$ cat config.mk
export PLATFORM = sky130hd
export DESIGN_NAME = cpu_boot_ctrl_flat
export DESIGN_NICKNAME = d
export VERILOG_FILES = /design/src/rtl/cpu_boot_pkg.sv /design/src/rtl/cpu_boot_ctrl_if.sv /design/src/rtl/cpu_run_monitor.sv /design/src/rtl/cpu_boot_ctrl.sv /design/src/flat_wrapper.sv
export SDC_FILE = /design/constraint.sdc
export NUM_CORES = 1
export LEC_CHECK = 0
export ABC_AREA = 1
export CORE_MARGIN = 2
export CORE_UTILIZATION = 42
export DETAILED_ROUTE_END_ITERATION = 6
export GPL_TIMING_DRIVEN = 0
export PLACE_DENSITY = 0.86
export SLEW_MARGIN = 25
export SYNTH_ARGS = -nofsm -noshare
export SYNTH_HDL_FRONTEND = slang
export SYNTH_HIERARCHICAL = 1
export SYNTH_SLANG_ARGS = --single-unit
export TNS_END_PERCENT = 20
$ cat constraint.sdc
create_clock -name clk -period 2.1 [get_ports clk]
set_input_delay 0.42 -clock clk [delete_from_list [all_inputs] [get_ports clk]]
set_output_delay 0.42 -clock clk [all_outputs]
set_load 0.02 [all_outputs]
$ cat src/rtl/cpu_boot_pkg.sv
// Shared types and constants for the CPU boot-and-run controller.
package cpu_boot_pkg;

    typedef enum logic [2:0] {
        IDLE,
        LOAD,
        INIT,
        RUN,
        DONE
    } state_t;

    typedef enum logic [1:0] {
        NONE     = 2'd0,
        HALT     = 2'd1,
        TIMEOUT  = 2'd2,
        OVERFLOW = 2'd3
    } status_t;

    // Instruction memory is byte addressed with one word per instruction.
    localparam int unsigned WORD_BYTES = 4;

endpackage

$ cat src/rtl/cpu_boot_ctrl_if.sv
// Bundle of the program stream, memory/register preset, CPU control and status signals.
interface cpu_boot_ctrl_if #(
    parameter int unsigned ADDR_W = 32,
    parameter int unsigned DATA_W = 32,
    parameter int unsigned REG_AW = 5,
    parameter int unsigned CNT_W  = 32,
    parameter int unsigned WL_W   = 7
);
    logic              start;
    logic              load_valid;
    logic [DATA_W-1:0] load_data;
    logic              load_last;
    logic              load_ready;
    logic              imem_we;
    logic [ADDR_W-1:0] imem_addr;
    logic [DATA_W-1:0] imem_wdata;
    logic              rf_we;
    logic [REG_AW-1:0] rf_addr;
    logic [DATA_W-1:0] rf_wdata;
    logic              pc_load;
    logic [ADDR_W-1:0] pc_value;
    logic              cpu_run;
    logic [ADDR_W-1:0] pc_in;
    logic              busy;
    logic              done;
    logic [1:0]        status;
    logic [CNT_W-1:0]  cycle_count;
    logic [WL_W-1:0]   words_loaded;

    // Controller side.
    modport master (
        input  start, load_valid, load_data, load_last, pc_in,
        output load_ready, imem_we, imem_addr, imem_wdata, rf_we, rf_addr, rf_wdata,
               pc_load, pc_value, cpu_run, busy, done, status, cycle_count, words_loaded
    );

    // Environment side: program source, memories and CPU.
    modport slave (
        output start, load_valid, load_data, load_last, pc_in,
        input  load_ready, imem_we, imem_addr, imem_wdata, rf_we, rf_addr, rf_wdata,
               pc_load, pc_value, cpu_run, busy, done, status, cycle_count, words_loaded
    );

endinterface

$ cat src/rtl/cpu_run_monitor.sv
// Run-phase watcher: saturating cycle counter, end-of-program compare and timeout compare.
module cpu_run_monitor
    import cpu_boot_pkg::*;
#(
    parameter int unsigned ADDR_W     = 32,
    parameter int unsigned CNT_W      = 32,
    parameter int unsigned MAX_CYCLES = 100000
) (
    input  logic              clk,
    input  logic              rst,
    input  logic              clear,
    input  logic              latch_end,
    input  logic [ADDR_W-1:0] end_addr_in,
    input  logic              run,
    input  logic [ADDR_W-1:0] pc_in,
    output logic [CNT_W-1:0]  cycle_count,
    output logic              halt_hit,
    output logic              timeout_hit
);
    // Timeout fires on the run cycle whose increment brings the count to MAX_CYCLES.
    localparam logic [CNT_W-1:0] LAST_CYCLE = CNT_W'(MAX_CYCLES - 1);

    logic [CNT_W-1:0]  cnt_q;
    logic [ADDR_W-1:0] end_q;

    // Counter and latched end address.
    always_ff @(posedge clk or posedge rst) begin
        if (rst) begin
            cnt_q <= '0;
            end_q <= '0;
        end else begin
            if (latch_end) begin
                end_q <= end_addr_in;
            end
            if (clear) begin
                cnt_q <= '0;
            end else if (run && (cnt_q != '1)) begin
                cnt_q <= cnt_q + CNT_W'(1);
            end
        end
    end

    assign cycle_count = cnt_q;
    assign halt_hit    = run && (pc_in == end_q);
    assign timeout_hit = run && (cnt_q >= LAST_CYCLE);

endmodule

$ cat src/rtl/cpu_boot_ctrl.sv
// Boot-and-run controller: streams a program into instruction memory, presets one register
// and the PC, then runs the CPU until it leaves the program or the cycle limit expires.
module cpu_boot_ctrl
    import cpu_boot_pkg::*;
#(
    parameter int unsigned ADDR_W     = 32,
    parameter int unsigned DATA_W     = 32,
    parameter int unsigned DEPTH      = 64,
    parameter int unsigned BASE_ADDR  = 32'h1000,
    parameter int unsigned REG_AW     = 5,
    parameter int unsigned INIT_REG   = 3,
    parameter int unsigned INIT_VAL   = 32'h4000,
    parameter int unsigned MAX_CYCLES = 100000,
    parameter int unsigned CNT_W      = 32
) (
    input  logic            clk,
    input  logic            rst,
    cpu_boot_ctrl_if.master bus
);
    localparam int unsigned WL_W = $clog2(DEPTH + 1);

    state_t            state_q, state_d;
    status_t           status_q, status_d;
    logic [WL_W-1:0]   wl_q, wl_d;
    logic              last_q, last_d;
    logic              imem_we_q, imem_we_d;
    logic [ADDR_W-1:0] imem_addr_q, imem_addr_d;
    logic [DATA_W-1:0] imem_wdata_q, imem_wdata_d;

    logic              accept, full, clear, in_init, in_run;
    logic              halt_hit, timeout_hit;
    logic [ADDR_W-1:0] word_addr;
    logic [CNT_W-1:0]  cycle_count;

    // Address of the next word; in INIT this is the first address past the program.
    assign word_addr = ADDR_W'(BASE_ADDR) + ADDR_W'(wl_q) * ADDR_W'(WORD_BYTES);
    assign full      = (wl_q == WL_W'(DEPTH));
    // last_q closes the stream so the final write drains before INIT.
    assign accept    = (state_q == LOAD) && !last_q && bus.load_valid;
    assign clear     = (state_q == IDLE) || ((state_q == DONE) && bus.start);
    assign in_init   = (state_q == INIT);
    assign in_run    = (state_q == RUN);

    // State and load datapath registers.
    always_ff @(posedge clk or posedge rst) begin
        if (rst) begin
            state_q      <= IDLE;
            status_q     <= NONE;
            wl_q         <= '0;
            last_q       <= 1'b0;
            imem_we_q    <= 1'b0;
            imem_addr_q  <= '0;
            imem_wdata_q <= '0;
        end else begin
            state_q      <= state_d;
            status_q     <= status_d;
            wl_q         <= wl_d;
            last_q       <= last_d;
            imem_we_q    <= imem_we_d;
            imem_addr_q  <= imem_addr_d;
            imem_wdata_q <= imem_wdata_d;
        end
    end

    // Next-state, status and load-write decisions.
    always_comb begin
        state_d      = state_q;
        status_d     = status_q;
        wl_d         = wl_q;
        last_d       = last_q;
        imem_we_d    = 1'b0;
        imem_addr_d  = imem_addr_q;
        imem_wdata_d = imem_wdata_q;
        if (clear) begin
            status_d = NONE;
            wl_d     = '0;
            last_d   = 1'b0;
        end
        case (state_q)
            IDLE: begin
                if (bus.start) state_d = LOAD;
            end
            LOAD: begin
                if (last_q) begin
                    state_d = INIT;
                end else if (accept) begin
                    if (full) begin
                        status_d = OVERFLOW;
                        state_d  = DONE;
                    end else begin
                        imem_we_d    = 1'b1;
                        imem_addr_d  = word_addr;
                        imem_wdata_d = bus.load_data;
                        wl_d         = wl_q + WL_W'(1);
                        last_d       = bus.load_last;
                    end
                end
            end
            INIT: state_d = RUN;
            RUN: begin
                if (halt_hit) begin
                    status_d = HALT;
                    state_d  = DONE;
                end else if (timeout_hit) begin
                    status_d = TIMEOUT;
                    state_d  = DONE;
                end
            end
            DONE: begin
                if (bus.start) state_d = LOAD;
            end
            default: state_d = IDLE;
        endcase
    end

    cpu_run_monitor #(
        .ADDR_W     (ADDR_W),
        .CNT_W      (CNT_W),
        .MAX_CYCLES (MAX_CYCLES)
    ) u_run_monitor (
        .clk         (clk),
        .rst         (rst),
        .clear       (clear),
        .latch_end   (in_init),
        .end_addr_in (word_addr),
        .run         (in_run),
        .pc_in       (bus.pc_in),
        .cycle_count (cycle_count),
        .halt_hit    (halt_hit),
        .timeout_hit (timeout_hit)
    );

    assign bus.load_ready   = (state_q == LOAD) && !last_q;
    assign bus.imem_we      = imem_we_q;
    assign bus.imem_addr    = imem_addr_q;
    assign bus.imem_wdata   = imem_wdata_q;
    // Preset values are gated so every output reads zero outside INIT.
    assign bus.rf_we        = in_init;
    assign bus.rf_addr      = in_init ? REG_AW'(INIT_REG) : '0;
    assign bus.rf_wdata     = in_init ? DATA_W'(INIT_VAL) : '0;
    assign bus.pc_load      = in_init;
    assign bus.pc_value     = in_init ? ADDR_W'(BASE_ADDR) : '0;
    assign bus.cpu_run      = in_run;
    assign bus.busy         = (state_q == LOAD) || in_init || in_run;
    assign bus.done         = (state_q == DONE);
    assign bus.status       = status_q;
    assign bus.cycle_count  = cycle_count;
    assign bus.words_loaded = wl_q;

endmodule

$ cat src/flat_wrapper.sv
// flat-port wrapper written by rule: the top's interface ports become plain ports
module cpu_boot_ctrl_flat import cpu_boot_pkg::*;
#(
    parameter int unsigned ADDR_W     = 32,
    parameter int unsigned DATA_W     = 32,
    parameter int unsigned DEPTH      = 64,
    parameter int unsigned BASE_ADDR  = 32'h1000,
    parameter int unsigned REG_AW     = 5,
    parameter int unsigned INIT_REG   = 3,
    parameter int unsigned INIT_VAL   = 32'h4000,
    parameter int unsigned MAX_CYCLES = 100000,
    parameter int unsigned CNT_W      = 32
)
  (clk, rst, bus_start, bus_load_valid, bus_load_data, bus_load_last, bus_pc_in, bus_load_ready, bus_imem_we, bus_imem_addr, bus_imem_wdata, bus_rf_we, bus_rf_addr, bus_rf_wdata, bus_pc_load, bus_pc_value, bus_cpu_run, bus_busy, bus_done, bus_status, bus_cycle_count, bus_words_loaded);
  cpu_boot_ctrl_if #(.ADDR_W(ADDR_W), .DATA_W(DATA_W), .REG_AW(REG_AW), .CNT_W(CNT_W), .WL_W(7)) bus_i ();
  input  logic clk;
  input  logic rst;
  input wire logic [$bits(bus_i.start)-1:0] bus_start;
  input wire logic [$bits(bus_i.load_valid)-1:0] bus_load_valid;
  input wire logic [$bits(bus_i.load_data)-1:0] bus_load_data;
  input wire logic [$bits(bus_i.load_last)-1:0] bus_load_last;
  input wire logic [$bits(bus_i.pc_in)-1:0] bus_pc_in;
  output wire logic [$bits(bus_i.load_ready)-1:0] bus_load_ready;
  output wire logic [$bits(bus_i.imem_we)-1:0] bus_imem_we;
  output wire logic [$bits(bus_i.imem_addr)-1:0] bus_imem_addr;
  output wire logic [$bits(bus_i.imem_wdata)-1:0] bus_imem_wdata;
  output wire logic [$bits(bus_i.rf_we)-1:0] bus_rf_we;
  output wire logic [$bits(bus_i.rf_addr)-1:0] bus_rf_addr;
  output wire logic [$bits(bus_i.rf_wdata)-1:0] bus_rf_wdata;
  output wire logic [$bits(bus_i.pc_load)-1:0] bus_pc_load;
  output wire logic [$bits(bus_i.pc_value)-1:0] bus_pc_value;
  output wire logic [$bits(bus_i.cpu_run)-1:0] bus_cpu_run;
  output wire logic [$bits(bus_i.busy)-1:0] bus_busy;
  output wire logic [$bits(bus_i.done)-1:0] bus_done;
  output wire logic [$bits(bus_i.status)-1:0] bus_status;
  output wire logic [$bits(bus_i.cycle_count)-1:0] bus_cycle_count;
  output wire logic [$bits(bus_i.words_loaded)-1:0] bus_words_loaded;
  assign bus_i.start = bus_start;
  assign bus_i.load_valid = bus_load_valid;
  assign bus_i.load_data = bus_load_data;
  assign bus_i.load_last = bus_load_last;
  assign bus_i.pc_in = bus_pc_in;
  assign bus_load_ready = bus_i.load_ready;
  assign bus_imem_we = bus_i.imem_we;
  assign bus_imem_addr = bus_i.imem_addr;
  assign bus_imem_wdata = bus_i.imem_wdata;
  assign bus_rf_we = bus_i.rf_we;
  assign bus_rf_addr = bus_i.rf_addr;
  assign bus_rf_wdata = bus_i.rf_wdata;
  assign bus_pc_load = bus_i.pc_load;
  assign bus_pc_value = bus_i.pc_value;
  assign bus_cpu_run = bus_i.cpu_run;
  assign bus_busy = bus_i.busy;
  assign bus_done = bus_i.done;
  assign bus_status = bus_i.status;
  assign bus_cycle_count = bus_i.cycle_count;
  assign bus_words_loaded = bus_i.words_loaded;
  cpu_boot_ctrl #(.ADDR_W(ADDR_W), .DATA_W(DATA_W), .DEPTH(DEPTH), .BASE_ADDR(BASE_ADDR), .REG_AW(REG_AW), .INIT_REG(INIT_REG), .INIT_VAL(INIT_VAL), .MAX_CYCLES(MAX_CYCLES), .CNT_W(CNT_W)) u_core (.clk(clk), .rst(rst), .bus(bus_i));
endmodule
Word-level counts from Yosys, hierarchy flattened
Cells that the tools add are included.

operators by class
  equality and inequality tests = 11
  muxes and demuxes = 33
  reduce and logical (&&, ||, !) cells = 15
  bitwise operators = 2
  divide/modulo/power cells = 0
  order comparisons = 1
  shift operators = 0
  $mul = 0
  add/sub/neg operators = 3

operator list
  kind                                                                                    count
  32-bit two-way mux                                                                      2
  7-bit two-way mux                                                                       5
  32-bit by 1-bit adder with 32-bit output (second input constant)                        1
  32-bit == test                                                                          1
  32-bit by 17-bit greater-or-equal comparator with 1-bit output (second input constant)  1
  32-bit != test (second input constant)                                                  1
  3-bit two-way mux                                                                       6
  15-bit two-way mux                                                                      1
  13-bit by 9-bit adder with 14-bit output (first input constant)                         1
  2-bit two-way mux                                                                       7
  13-bit two-way mux                                                                      1
  3-bit case mux with 4 select lines                                                      1
  1-bit two-way mux                                                                       9
  4-bit AND reduction                                                                     2
  7-bit by 1-bit adder with 7-bit output (second input constant)                          1
  7-bit == test (second input constant)                                                   1
  3-bit by 2-bit == test with 1-bit output (second input constant)                        2
  1-bit logical AND                                                                       6
  3-bit by 1-bit != test with 1-bit output (second input constant)                        2
  2-bit case mux with 2 select lines                                                      1
  3-bit by 1-bit == test with 1-bit output (second input constant)                        1
  3-bit == test (second input constant)                                                   1
  3-bit logical NOT                                                                       1
  1-bit logical OR                                                                        3
  6 further kinds                                                                         7

storage, ports and cells
  bits in writable memories = 0
  memories kept = 0
  latch bits = 0
  bits in read-only memories = 0
  output and inout port bits = 181
  input bits = 69
  register bits after elaboration = 142

Depth between registers and ports, before layout
Gate-level depths: netlist of the first run.

  word-level depth = 8
  gate-level depth with buffers = 15
  gate-level depth less buffers = 15

Modules after synthesis
The synthesis of the first run kept the hierarchy.

by module, submodules not included
  module           times used  sequential area each (um2)  cells an instance  area an instance (um2)
  cpu_run_monitor  1           1601.5                      558                3987.6
  cpu_boot_ctrl    1           1351.3                      374                3179.3

Worst setup path before layout of the first run
No wires, ideal clock.

  path kind = register to register
  start = register u_core.state_q[1]
  end = register u_core.u_run_monitor.end_q[0]
  arrival time = 2.345 ns
  cell stages (with the launch flop) = 6
  required time = 1.975 ns
  path slack = -0.369 ns
  cells stage by stage = dfrtp_1 -> inv_1 -> nor3_1 -> clkbuf_1 -> clkbuf_1 -> mux2_2

on the way
  cells in the longest elaborated chain, start to end = 1

RTL lines
  what                                      RTL line               RTL
  from (decl)                               cpu_boot_ctrl.sv:22    state_t state_q, state_d;
  from (signal assigned)                    cpu_boot_ctrl.sv:55    state_q <= state_d;
  3-bit by 2-bit == test with 1-bit output  cpu_boot_ctrl.sv:41    assign in_init = (state_q == INIT);
  via bus_pc_load                           flat_wrapper.sv:30     output wire logic [$bits(bus_i.pc_load)-1:0] bus_pc_load;
  to (signal assigned)                      cpu_run_monitor.sv:33  end_q <= end_addr_in;
  to (decl)                                 cpu_run_monitor.sv:24  logic [ADDR_W-1:0] end_q;

The timed path passes the listed nets, and every way through them passes these cells.
A chain may end at the register's enable or synchronous reset.

Final worst setup path of the first run
  start = register u_core.state_q[0]
  end = output port bus_rf_we

on the way
  cells in the longest elaborated chain, start to end = 1

RTL lines
  what                                      RTL line             RTL
  3-bit by 2-bit == test with 1-bit output  cpu_boot_ctrl.sv:41
  to (decl)                                 flat_wrapper.sv:27   output wire logic [$bits(bus_i.rf_we)-1:0] bus_rf_we;

Every way passes these cells.

==> results of run 1 <==
area by class of cell:
type | instances | area, um^2
plain buffers | 115 | 891
repair buffers | 165 | 1660
inverters | 83 | 325
flip-flops and latches | 118 | 2960
multi-input cells | 728 | 3480
clock inverters | 15 | 190
clock buffers | 17 | 425
fillers | 1458 | 6430
well taps | 220 | 275
layer usage:
layer,share of wire,global-route usage,vias to the layer above
met5,0,0,-
met4,0.013,0.0667,0
met3,0.073,0.0507,24
met2,0.52,0.391,241
met1,0.39,0.254,3093
li1,-,-,3306
synthesized netlist by cell type, drive strengths merged:
| cell | number |
|---|---|
| dfrtp | 118 |
| a21oi | 6 |
| xor2 | 17 |
| o21ai | 48 |
| buf | 108 |
| conb | 2 |
| nand3b | 2 |
| nor2 | 92 |
| inv | 81 |
| a211oi | 1 |
| mux2 | 18 |
| nand2 | 336 |
| nor3 | 9 |
| o22ai | 3 |
| nand4 | 16 |
| xnor2 | 6 |
| clkbuf | 7 |
| ha | 3 |
| or2 | 1 |
| nand3 | 50 |
| o221ai | 1 |
| clkinv | 2 |
| o211ai | 4 |
| o21bai | 1 |
where the power goes:
part	internal [mW]	switching, mW	leakage (nW)
registers	2.97	0.556	1.53
logic	2.02	2.66	3.27
clock network	1.89	1.14	0.300
cells by family (layout without fill, tap and decap cells):
kind of cell    after synthesis  in the layout  synth area share
simple gates                506            506             0.310
buf+inv                     198            395             0.167
flops                       118            118             0.412
compound gates               64             64            0.0484
xor+xnor                     23             23            0.0281
mux                          18             18            0.0283
fa+ha+maj                     3              3           0.00524
other cells                   2            114           0.00105
repair_timing:
item / 4_1_cts / 5_1_grt
gates resized for setup: 29 / 16
pin swaps: 1 / 2
setup buffers: 4 / 0
setup endpoints to repair: 72 / 36
hold buffers: 0 / 0
sequential cells by signal, summed over array words and instances (netlist names):
register / cells
u_core/bus.status: 2
u_core/last_q: 1
u_core/bus.imem_we: 1
u_core/bus.imem_wdata: 32
u_core/state_q: 3
u_core/u_run_monitor/cycle_count: 32
u_core/bus.imem_addr: 8
u_core/u_run_monitor/end_q: 32
u_core/bus.words_loaded: 7
stage by stage:
step / hold WS (ns) / cell area [um^2] / TNS [ns] / worst slack (ns) / util
2_1_floorplan: 0.498 / 7600 / 0 / 0.0819 / -
3_3_place_gp: 0.461 / 9480 / -135.76 / -1.25 / 0.569
3_5_place_dp: 0.464 / 9510 / -21.44 / -0.711 / 0.571
4_1_cts: 0.365 / 10200 / -0.0848 / -0.0461 / 0.612
5_1_grt: 0.392 / 10200 / -0.109 / -0.0823 / 0.613
6_report: 0.364 / 10200 / 0 / 0.0423 / 0.613
worst max path at each step:
stage                                        startpoint                                    to  slack (ns)
global placement                                    rst        u_core/u_run_monitor/end_q[29]       -1.25
finish                                u_core/state_q[0]                             bus_rf_we        0.04
floorplan                                           rst   u_core/u_run_monitor/cycle_count[0]        0.08
global route        u_core/u_run_monitor/cycle_count[1]                     u_core/state_q[2]       -0.08
detailed placement                            bus_start  u_core/u_run_monitor/cycle_count[25]       -0.71
CTS                                   u_core/state_q[2]                     u_core/state_q[2]       -0.05
critical path, delay by kind of cell (launching register included):
kind	cells	cell delay, ns
simple gates	1	0.24
flops	1	0.49
buf+inv	3	0.50
==> flow_summary.toml, run 1 <==
[status]
status = "finished clean"

[detailed_routing]
via_per_inst = 4.56
drc_errors = 0
post_drt_wl_per_cell_um = 13.5
final_antenna_net_count = 0
routed_wl_um = 19800
vias = 6664
drt_iter0_markers = 410
drt_first_pass_iters = 5

[sta]
finClkSkew_ns = 0.0101
rsz0062_at_grt = "true"
hold_viol_final = 0
setup_violations = 0
slew_headroom = 0.555
tightest_slew_ns = 0.668
period_needed_ns = 2.06
max_freq_mhz = 486
post-route-period-util = 0.980
report.final.slew_viol_count = 0

[floorplanning]
ios = 250
coreArea_um2 = 16600
rows = 47
fp.dieW_um = 135
fp.dieArea_um2 = 18100
die_h_um = 135
initial_core_util = 0.431

[setup_path]
critPathSlowestCell = "dfrtp_1"
arrival_ns = 1.64
crit_fanout = 9
cp-start-kind = "flip-flop"
end_kind = "output pin"
crit_chain = "nor3_4, buf_12, buf_4, clkdlybuf4s15_2"
r2r_cells = 10
r2r_setup_slack_ns = 0.10
timing.rr.start = "u_core/state_q[0]"
crit_required_ns = 1.68
rr_endpoint = "u_core/u_run_monitor/cycle_count[20]"
critPathKind = "reg -> out"
cpPeakStageDelay_ns = 0.49

[synth]
yosys_warnings = 6
synthCells = 932
synth_seq_cells = 118
synth_cell_types = 38
ys_seq_area_frac = 0.412
ys_top_cells_by_area = "dfrtp_1, nand2_1, buf_4, nor2_1, inv_1"
yosys.area.top_type_share = 0.412
avgSynthCellArea_um2 = 7.69
synth_area_um2 = 7170
yosys.area.top_type = "dfrtp_1"

[power]
powerDensity_nw_per_um2 = 1100
p_leak_nw = 5.11
vdd.ir_drop.worst_uv = 647
fin_total_pwr_mw = 11.2

[clock_network]
clock_path_buffers = 2
clk_pin_slew_ns = 0.06
cts_tree = "built"
clk_latency_ns = 0.42
clkSinkCount = 118
numCtsBuffers = 17
cts_root_buf = "clkbuf_16"
h-tree-depth = 4

[global_routing]
antenna_found_initial = 0
overflow = 0
grt_max_degree = 55
grt_usage = 0.217
grt_pass1_vias = 6447
grt_pass1_wl_um = 31200

[layout]
area_growth_syn_to_layout_pct = 42.4
nNetsFinal = 1300
layout_commonest_cell = "nand2_1"
layout-drive-gt1-share = 0.192
layout_common_cells = "nand2_1, clkdlybuf4s50_1, dfrtp_1"
fin_cells = 1461
antennaDiodeCount = 0

[flow_run]
max_cap_violations = 0

[placement]
dp_hpwl_um = 14600
gp_congestion = 0.923
io_buffers = 160
dp_cells = 1425

[hold_path]
hp-class = "in -> async"
No activity file was read; power rests on OpenSTA's default activity.
==> inputs of run 2 (changes only) <==
--- a/config.mk
+++ b/config.mk
@@ -11,6 +11,7 @@
 export DETAILED_ROUTE_END_ITERATION = 6
 export GPL_TIMING_DRIVEN = 0
 export PLACE_DENSITY = 0.86
+export SKIP_CTS_REPAIR_TIMING = 1
 export SLEW_MARGIN = 25
 export SYNTH_ARGS = -nofsm -noshare
 export SYNTH_HDL_FRONTEND = slang
==> flow_summary.toml, run 2 (synthesis results as in run 1) <==
[layout]
fin_cells = 1461
layout-drive-gt1-share = 0.184
layout_common_cells = "nand2_1, clkdlybuf4s50_1, dfrtp_1"
antennaDiodeCount = 0
nNetsFinal = 1300
stdcell_area_um2 = 10200
layout_commonest_cell = "nand2_1"
final_core_util = 0.611
area_growth_syn_to_layout_pct = 42.0
fillers = 1453

[placement]
dp_hpwl_um = 14600
placed_cell_area_um2 = 9510
io_buffers = 160
dp_cells = 1425
gp_congestion = 0.923

[clock_network]
clkSinkCount = 118
numCtsBuffers = 17
clock_path_buffers = 2
h-tree-depth = 4
cts_tree = "built"
clk_latency_ns = 0.42
clk_pin_slew_ns = 0.06
cts_root_buf = "clkbuf_16"

[sta]
finClkSkew_ns = 0.0136
max_freq_mhz = 453
slew_headroom = 0.554
rsz0062_at_grt = "true"
fin_ws_ns = -0.105
setup_tns_ns = -2.09
setup_violations = 32
hold_viol_final = 0
post-route-period-util = 1.05
period_needed_ns = 2.21
tightest_slew_ns = 0.669
report.final.slew_viol_count = 0

[hold_path]
hp-class = "in -> async"

[setup_path]
crit_family = "buffers and inverters"
arrival_ns = 2.49
critPathKind = "reg -> reg"
cp-start-kind = "flip-flop"
crit_buf_inv = 5
crit_chain = "nor2_2, o21ai_2, inv_1, clkbuf_4, clkinvlp_4, nand2_4, clkinv_4, buf_6, nand2_1, nand2_1"
crit_fanout = 10
timing.rr.start = "u_core/state_q[1]"
cpPeakStageDelay_ns = 0.45
cp-startpoint = "u_core/state_q[1]"
end_kind = "flip-flop"
crit_required_ns = 2.39
critPathSlowestCell = "dfrtp_2"
cpMostUsedCell = "nand2_1"

[flow_run]
max_cap_violations = 0

[global_routing]
antenna_found_initial = 0
grt_pass1_vias = 6420
grt_usage = 0.216
grt_max_degree = 55
grt_pass1_wl_um = 31100
overflow = 0

[floorplanning]
rows = 47
fp.dieArea_um2 = 18100
coreArea_um2 = 16600
fp.dieW_um = 135
die_h_um = 135
ios = 250
initial_core_util = 0.431

[power]
vdd.ir_drop.worst_uv = 650
p_leak_nw = 5.18
powerDensity_nw_per_um2 = 1100
fin_total_pwr_mw = 11.2

[detailed_routing]
vias = 6702
routed_wl_um = 19700
drt_iter0_markers = 385
via_per_inst = 4.59
drc_errors = 0
drt_first_pass_iters = 5
post_drt_wl_per_cell_um = 13.5
final_antenna_net_count = 0

[status]
violations = "setup timing"
status = "finished, violations left"
## run 2: cell types whose count changed in the layout (fill, tap and decap cells not counted), sizes merged
| cell | before | now |
|---|---|---|
| dlymetal6s2s | 0 | 6 |
| clkinvlp | 1 | 2 |
| clkbuf | 26 | 29 |
| dlygate4sd2 | 2 | 0 |
| clkinv | 6 | 5 |
| clkdlybuf4s15 | 2 | 0 |
| buf | 117 | 112 |
## run 2: cell type report
cell class / count / area, um^2 / share of cell area
buffer: 115 / 890 / 0.0874
tap: 220 / 275 / 0.0271
timing repair buffer: 165 / 1670 / 0.164
sequential: 118 / 2950 / 0.290
clock inverter: 15 / 190 / 0.0187
clock buffer: 17 / 425 / 0.0418
multi-input combinational: 728 / 3450 / 0.339
inverter: 83 / 325 / 0.0320
## run 2: final timing paths
kind	endpoint	slack (ns)	cells past startpoint
hold reg to reg	u_core/bus.imem_wdata[20]	0.48	2
setup / recovery	u_core/u_run_monitor/cycle_count[20]	-0.11	10
min in group clk	u_core/bus.imem_wdata[20]	0.48	2
hold / removal	u_core/u_run_monitor/end_q[7]	0.37	2
setup reg to reg	u_core/u_run_monitor/cycle_count[20]	-0.11	10
max in group asynchronous	u_core/state_q[1]	1.08	2
## run 2: stage by stage
stage,setup WS (ns),hold slack [ns]
after global placement,-1.25,0.461
after global routing,-0.388,0.392
after detailed placement,-0.711,0.464
after floorplan,0.0819,0.498
after CTS,-0.516,0.365
final,-0.105,0.365
## run 2: routing by layer
metal / up-vias / track usage / share of wire
met3: 26 / 0.0514 / 0.075
met5: - / 0 / 0
li1: 3303 / - / -
met4: 0 / 0.0667 / 0.013
met2: 275 / 0.390 / 0.52
met1: 3098 / 0.252 / 0.39
## run 2: where the power goes
part           internal [mW]  leakage, nW  switching, mW
Sequential              2.97         1.53          0.550
Combinational           2.01         3.35           2.64
Clock                   1.89        0.300           1.14
Total                   6.88         5.18           4.33
